--- config.mk ---
export PLATFORM = sky130hd
export DESIGN_NAME = seg_decoder
export DESIGN_NICKNAME = d
export VERILOG_FILES = /design/src/rtl/seg_pkg.sv /design/src/rtl/seg_glyph_decode.sv /design/src/rtl/seg_decoder.sv
export SDC_FILE = /design/constraint.sdc
export NUM_CORES = 1
export LEC_CHECK = 0
export CAP_MARGIN = 10
export CORE_MARGIN = 1.5
export CORE_UTILIZATION = 52
export DETAILED_ROUTE_END_ITERATION = 7
export PLACE_DENSITY = 0.89
export SYNTH_ARGS = -nofsm -noshare
export SYNTH_HDL_FRONTEND = slang
export SYNTH_SLANG_ARGS = --single-unit
--- constraint.sdc ---
create_clock -name sys_clk -period 3.4 [get_ports sys_clk]
set_clock_uncertainty 0.05 [all_clocks]
set_input_delay 0.68 -clock sys_clk [delete_from_list [all_inputs] [get_ports sys_clk]]
set_output_delay 0.68 -clock sys_clk [all_outputs]
set_load 0.05 [all_outputs]
--- src/rtl/seg_pkg.sv ---
// Shared definitions for the seven-segment loopback decoder: active-low glyph
// codes, slot count, decode result type and the slot-targeting helper.
package seg_pkg;

  localparam int DIGITS = 6;

  localparam logic [6:0] SEG_0     = 7'h40;
  localparam logic [6:0] SEG_1     = 7'h79;
  localparam logic [6:0] SEG_2     = 7'h24;
  localparam logic [6:0] SEG_3     = 7'h30;
  localparam logic [6:0] SEG_4     = 7'h19;
  localparam logic [6:0] SEG_5     = 7'h12;
  localparam logic [6:0] SEG_6     = 7'h02;
  localparam logic [6:0] SEG_7     = 7'h78;
  localparam logic [6:0] SEG_8     = 7'h00;
  localparam logic [6:0] SEG_9     = 7'h10;
  localparam logic [6:0] SEG_A     = 7'h08;
  localparam logic [6:0] SEG_B     = 7'h03;
  localparam logic [6:0] SEG_C     = 7'h46;
  localparam logic [6:0] SEG_D     = 7'h21;
  localparam logic [6:0] SEG_E     = 7'h06;
  localparam logic [6:0] SEG_F     = 7'h0E;
  localparam logic [6:0] SEG_BLANK = 7'h7F;

  // Idle bus as seen on the wire: nothing selected, all segments dark.
  localparam logic [13:0] SAMPLE_IDLE = {6'h3F, 8'hFF};

  typedef enum logic [1:0] {
    GLYPH_HEX,
    GLYPH_BLANK,
    GLYPH_INVALID
  } glyph_kind_e;

  typedef struct packed {
    glyph_kind_e kind;
    logic [3:0]  nibble;
  } glyph_t;

  // All-low select is static mode; a single low bit picks one slot; anything
  // else is the blanking interval between scan steps.
  function automatic logic [DIGITS-1:0] target_mask(input logic [DIGITS-1:0] sel);
    logic [DIGITS-1:0] lo;
    lo = ~sel;
    if (sel == '0)
      return '1;
    if ((lo != '0) && ((lo & (lo - 1'b1)) == '0))
      return lo;
    return '0;
  endfunction

endpackage

--- src/rtl/seg_glyph_decode.sv ---
// Combinational active-low segment code to {kind, nibble}; blank and invalid
// codes report nibble 0.
module seg_glyph_decode
  import seg_pkg::*;
(
  input  logic [6:0] code,
  output glyph_t     glyph
);

  always_comb begin
    glyph.kind   = GLYPH_HEX;
    glyph.nibble = 4'h0;
    case (code)
      SEG_0:     glyph.nibble = 4'h0;
      SEG_1:     glyph.nibble = 4'h1;
      SEG_2:     glyph.nibble = 4'h2;
      SEG_3:     glyph.nibble = 4'h3;
      SEG_4:     glyph.nibble = 4'h4;
      SEG_5:     glyph.nibble = 4'h5;
      SEG_6:     glyph.nibble = 4'h6;
      SEG_7:     glyph.nibble = 4'h7;
      SEG_8:     glyph.nibble = 4'h8;
      SEG_9:     glyph.nibble = 4'h9;
      SEG_A:     glyph.nibble = 4'hA;
      SEG_B:     glyph.nibble = 4'hB;
      SEG_C:     glyph.nibble = 4'hC;
      SEG_D:     glyph.nibble = 4'hD;
      SEG_E:     glyph.nibble = 4'hE;
      SEG_F:     glyph.nibble = 4'hF;
      SEG_BLANK: glyph.kind   = GLYPH_BLANK;
      default:   glyph.kind   = GLYPH_INVALID;
    endcase
  end

endmodule

--- src/rtl/seg_decoder.sv ---
// Seven-segment loopback decoder: debounces {seg_sel, seg_led}, decodes each
// committed glyph into per-digit slots. SEG_DEC_SYNC_EN adds a 2-flop input synchronizer.
module seg_decoder
  import seg_pkg::*;
#(
  parameter int STABLE_CYCLES = 4
) (
  input  logic        sys_clk,
  input  logic        sys_rst,
  input  logic [5:0]  seg_sel,
  input  logic [7:0]  seg_led,
  output logic [23:0] digit_val,
  output logic [5:0]  digit_dp,
  output logic [5:0]  digit_valid,
  output logic        upd_pulse,
  output logic        err_pulse,
  output logic [7:0]  err_cnt
);

  localparam logic [7:0] COMMIT_AT = 8'(STABLE_CYCLES - 1);

  logic [13:0]       samp;
  logic [13:0]       prev;
  logic [7:0]        stab_cnt;
  logic              commit;
  logic [DIGITS-1:0] tgt;
  glyph_t            glyph;

`ifdef SEG_DEC_SYNC_EN
  logic [13:0] sync_a, sync_b;

  always_ff @(posedge sys_clk) begin
    if (sys_rst) begin
      sync_a <= SAMPLE_IDLE;
      sync_b <= SAMPLE_IDLE;
    end else begin
      sync_a <= {seg_sel, seg_led};
      sync_b <= sync_a;
    end
  end

  assign samp = sync_b;
`else
  assign samp = {seg_sel, seg_led};
`endif

  // stab_cnt counts repeats after the first sample of a run, so it equals
  // STABLE_CYCLES-1 for exactly one cycle once the run is long enough.
  always_ff @(posedge sys_clk) begin
    if (sys_rst) begin
      prev     <= SAMPLE_IDLE;
      stab_cnt <= 8'd0;
    end else begin
      prev <= samp;
      if (samp != prev)
        stab_cnt <= 8'd0;
      else if (stab_cnt != 8'hFF)
        stab_cnt <= stab_cnt + 8'd1;
    end
  end

  assign commit = (stab_cnt == COMMIT_AT);
  assign tgt    = commit ? target_mask(prev[13:8]) : '0;

  seg_glyph_decode u_glyph (
    .code  (prev[6:0]),
    .glyph (glyph)
  );

  always_ff @(posedge sys_clk) begin
    if (sys_rst) begin
      digit_val   <= '0;
      digit_dp    <= '0;
      digit_valid <= '0;
      upd_pulse   <= 1'b0;
      err_pulse   <= 1'b0;
      err_cnt     <= 8'd0;
    end else begin
      upd_pulse <= 1'b0;
      err_pulse <= 1'b0;
      if (tgt != '0) begin
        if (glyph.kind == GLYPH_INVALID) begin
          err_pulse <= 1'b1;
          if (err_cnt != 8'hFF)
            err_cnt <= err_cnt + 8'd1;
        end else begin
          upd_pulse <= 1'b1;
          for (int i = 0; i < DIGITS; i++) begin
            if (tgt[i]) begin
              digit_val[4*i +: 4] <= glyph.nibble;
              digit_dp[i]         <= ~prev[7];
              digit_valid[i]      <= (glyph.kind == GLYPH_HEX);
            end
          end
        end
      end
    end
  end

endmodule

==> impl_metrics.tcl <==
set metrics [dict create \
    run_status "finished clean" \
    grt_max_degree 66 \
    finalSetupTns_ns 0 \
    comb_power_share_pct 6.3 \
    cts_buffers 9 \
    cts_hold_buf 0 \
    met2_wirelength_um 3730 \
    floorplan.die_area_um2 7020 \
    fmax_mhz 337 \
    hp-start "digit_val[7]" \
    routedWlPerCell_um 15.5 \
    critical-path-max-stage-delay_ns 0.85 \
    netlist-cell-type-count 49 \
    r2r-start "prev[0]" \
    detail_route.wirelength_um 7800 \
    critical_path.endpoint_type "register" \
    synth-main-ff-cell "sky130_fd_sc_hd__dfxtp_1" \
    post-route-period-util_pct 87.2 \
    final_layout_net_count 438 \
    postLayoutCoreUtil_pct 66.8 \
    critPathMostFrequentCell "sky130_fd_sc_hd__or4_1" \
    port_buffers 61 \
    synth_warnings 0 \
    start_util_pct 53.8 \
    postCtsResizedCells 0 \
    top_layer "met4" \
    fp-row-count 29 \
    clk_pin_slew_ns 0.07 \
    setup_violations 0 \
    grt_setup_unrepaired "false" \
    max_transition_margin_pct 53.6 \
    wire_length_of_the_first_global_routing_pass_um 13000 \
    placement.cell_area_um2 4000 \
    clock_tree.root_cell "sky130_fd_sc_hd__clkbuf_8" \
    met3_wirelength_from_detailed_routing_um 539 \
    power_density_relative_to_cell_area_nw_per_um2 388 \
    avgSynthCellArea_um2 9.08 \
    min-delay-path-class "register to register" \
    post_synth_instance_area_um2 3400 \
    crit_start_category "register" \
    route.vias.total 2912 \
    cts_setup_buffers 0 \
    tritoncts "built" \
    crit_chain "nor4b_1 -> a32oi_1 -> o22ai_1 -> or4_1 -> or4_1 -> a21oi_1" \
    number_of_enable_flip_flop_cells_after_synthesis 0 \
    antenna_violating_nets_post_route 0 \
    synthesis.nets 392 \
    clk_latency_ns 0.35 \
    max_slew.worst_pin.slew_ns 0.687 \
    drt_iter0_markers 143 \
    critical_path.startpoint "prev[0]" \
    grt_overflow 0 \
    die_y_um 83.8 \
    net-switching-power_uw 375 \
    clock_tree.buffer_depth 2 \
    path_class "register to register" \
    coreArea_um2 6310 \
    final_max_slew_viol_count 0 \
    globalRouteTotalUtil_pct 23.0 \
    met1_length_um 3330 \
    timing.critical_path.fanout_max 19 \
    nFillCells 527 \
    grt_pass1_vias 2763 \
    firstDrtPassIters 5 \
    final-hold-violation-count 0 \
    insertedDiodeCount 0 \
    final.min_clock_period_ns 2.96 \
    viasPerCell 5.80 \
    yosysSeqAreaShare_pct 40.1 \
    crit_slowest_cell "sky130_fd_sc_hd__or4_1" \
    gpl_congestion 0.806 \
    clock_power_share_pct 42.8 \
    cts.sink_count 68 \
    htreeDepth 3 \
    power.share.sequential_pct 50.9 \
    synth.ff_latch_count 68 \
    grt_antenna_before_repair 0 \
    critical_path_required_ns 3.63 \
    power_report.internal_total_mw 1.26 \
    ys_async_sr_fraction_pct 0 \
    number_of_maximum_capacitance_constraint_violations 0 \
    synthToLayoutAreaGrowth_pct 24.1 \
    place.detailed.hpwl_um 5340 \
    crit_arrival_ns 3.19 \
    power.switching_fraction_pct 22.9 \
    number_of_standard_cells_after_synthesis 374 \
    drt_drc_violations_left 0 \
    vdd.ir_drop.worst_uv 362 \
    finished_cell_area_um2 4220 \
    die_w_um 83.8 \
    post_route_cells_drive_above_1_share_pct 10.1 \
    ioPinCount 62 \
    power.static_leakage_nw 1.48 \
]
worst max-delay path, delay by kind of cell, from the launching register on:
| family | cells | cell delay [ns] |
|---|---|---|
| simple gates | 3 | 1.64 |
| flops | 1 | 0.67 |
| compound gates | 3 | 0.53 |
worst paths after layout:
path / cells past startpoint / slack, ns / endpoint
worst min-delay path: 2 / 0.42 / digit_val[7]
worst max register to register: 6 / 0.44 / err_cnt[5]
worst min register to register: 2 / 0.42 / digit_val[7]
worst max-delay path: 6 / 0.44 / err_cnt[5]
area by class of cell:
cell class	instances	area (um^2)	share of cell area (%)
clock buffer	13	169	4.01
inverter	4	15.0	0.356
clock inverter	3	43.8	1.04
multi-input combinational	273	1900	45.0
sequential	68	1360	32.3
tap	77	96.3	2.29
timing repair buffer	64	633	15.0
kinds of logic after synthesis:
family / after synthesis / synth area share (%)
simple gates: 157 / 28.0
flops: 68 / 40.1
fa+ha+maj: 2 / 0.737
buf+inv: 33 / 4.24
mux: 34 / 10.0
xor+xnor: 19 / 4.90
compound gates: 61 / 12.0
cells in the mapped netlist (2+ instances only):
master / instances / share of area [%]
sky130_fd_sc_hd__nor2_1: 12 / 1.3
sky130_fd_sc_hd__dfxtp_1: 68 / 40
sky130_fd_sc_hd__clkbuf_1: 17 / 1.9
sky130_fd_sc_hd__or2_2: 15 / 2.8
sky130_fd_sc_hd__nor3_1: 10 / 1.5
sky130_fd_sc_hd__or4_1: 10 / 2.2
sky130_fd_sc_hd__xor2_1: 16 / 4.1
sky130_fd_sc_hd__a2111o_1: 2 / 0.66
sky130_fd_sc_hd__buf_2: 10 / 1.5
sky130_fd_sc_hd__o22ai_1: 4 / 0.74
sky130_fd_sc_hd__nor4_1: 6 / 1.1
sky130_fd_sc_hd__o21ai_0: 10 / 1.5
sky130_fd_sc_hd__o21a_1: 2 / 0.44
sky130_fd_sc_hd__nand2b_1: 35 / 6.4
sky130_fd_sc_hd__and3_1: 6 / 1.1
sky130_fd_sc_hd__nor2b_1: 3 / 0.55
sky130_fd_sc_hd__nor3b_1: 6 / 1.3
sky130_fd_sc_hd__a31oi_1: 6 / 1.1
sky130_fd_sc_hd__o22a_1: 3 / 0.77
sky130_fd_sc_hd__or3_1: 4 / 0.74
sky130_fd_sc_hd__ha_1: 2 / 0.74
sky130_fd_sc_hd__nand3_1: 17 / 2.5
sky130_fd_sc_hd__xnor2_1: 3 / 0.77
sky130_fd_sc_hd__nor4b_1: 4 / 1.0
sky130_fd_sc_hd__nand4_1: 6 / 1.1
sky130_fd_sc_hd__or4_4: 2 / 0.66
sky130_fd_sc_hd__inv_1: 4 / 0.44
sky130_fd_sc_hd__mux2i_1: 34 / 10
sky130_fd_sc_hd__a21oi_1: 14 / 2.1
sky130_fd_sc_hd__o21bai_1: 3 / 0.66
sky130_fd_sc_hd__a211oi_1: 2 / 0.44
sky130_fd_sc_hd__a21oi_2: 4 / 1.0
sky130_fd_sc_hd__and4_1: 3 / 0.77
sky130_fd_sc_hd__nand2_1: 12 / 1.3
sky130_fd_sc_hd__o31ai_1: 5 / 1.1
flip-flops by register name, indices dropped and copies added (netlist names):
register,count
err_cnt,8
stab_cnt,8
digit_valid,6
digit_dp,6
err_pulse,1
prev,14
digit_val,24
upd_pulse,1
per-layer routing:
layer,up-vias,GRT usage [%]
li1,1435,-
met1,1347,27.2
met2,104,38.4
met3,26,7.22
met4,0,9.99
met5,-,0
power by group through the flow:
stage / registers [mW] / clock network [mW] / logic, mW
floorplan: 0.827 / 0 / 0.0907
global placement: 0.849 / 0 / 0.100
detailed placement: 0.850 / 0 / 0.102
CTS: 0.831 / 0.712 / 0.103
global route: 0.834 / 0.748 / 0.114
finish: 0.832 / 0.700 / 0.104
layout by cell type (no fill, tap or decap), types with 5 or more instances in the layout:
master and n:
sky130_fd_sc_hd__a21oi_1 14, sky130_fd_sc_hd__a31oi_1 6, sky130_fd_sc_hd__nor3b_1 6, sky130_fd_sc_hd__mux2i_1 34, sky130_fd_sc_hd__o31ai_1 5, sky130_fd_sc_hd__nor4_1 5
sky130_fd_sc_hd__nand4_1 6, sky130_fd_sc_hd__nor3_1 10, sky130_fd_sc_hd__clkbuf_8 12, sky130_fd_sc_hd__nor2_1 12, sky130_fd_sc_hd__or2_2 15, sky130_fd_sc_hd__o21ai_0 10
sky130_fd_sc_hd__dfxtp_1 68, sky130_fd_sc_hd__nand2b_1 35, sky130_fd_sc_hd__xor2_1 16, sky130_fd_sc_hd__nand2_1 12, sky130_fd_sc_hd__or4_1 10, sky130_fd_sc_hd__clkdlybuf4s50_1 61
sky130_fd_sc_hd__nand3_1 17, sky130_fd_sc_hd__and3_1 6
per-stage QoR:
step / instances / worst slack [ns] / hold WS, ns / power (mW)
floorplan: 374 / 0.983 / 0.453 / 0.918
global placement: 486 / 0.632 / 0.408 / 0.949
detailed placement: 486 / 0.503 / 0.410 / 0.952
CTS: 502 / 0.468 / 0.427 / 1.65
global route: 502 / 0.267 / 0.454 / 1.70
finish: 502 / 0.435 / 0.422 / 1.64
Note: power is estimated with default switching activity, not from simulation.
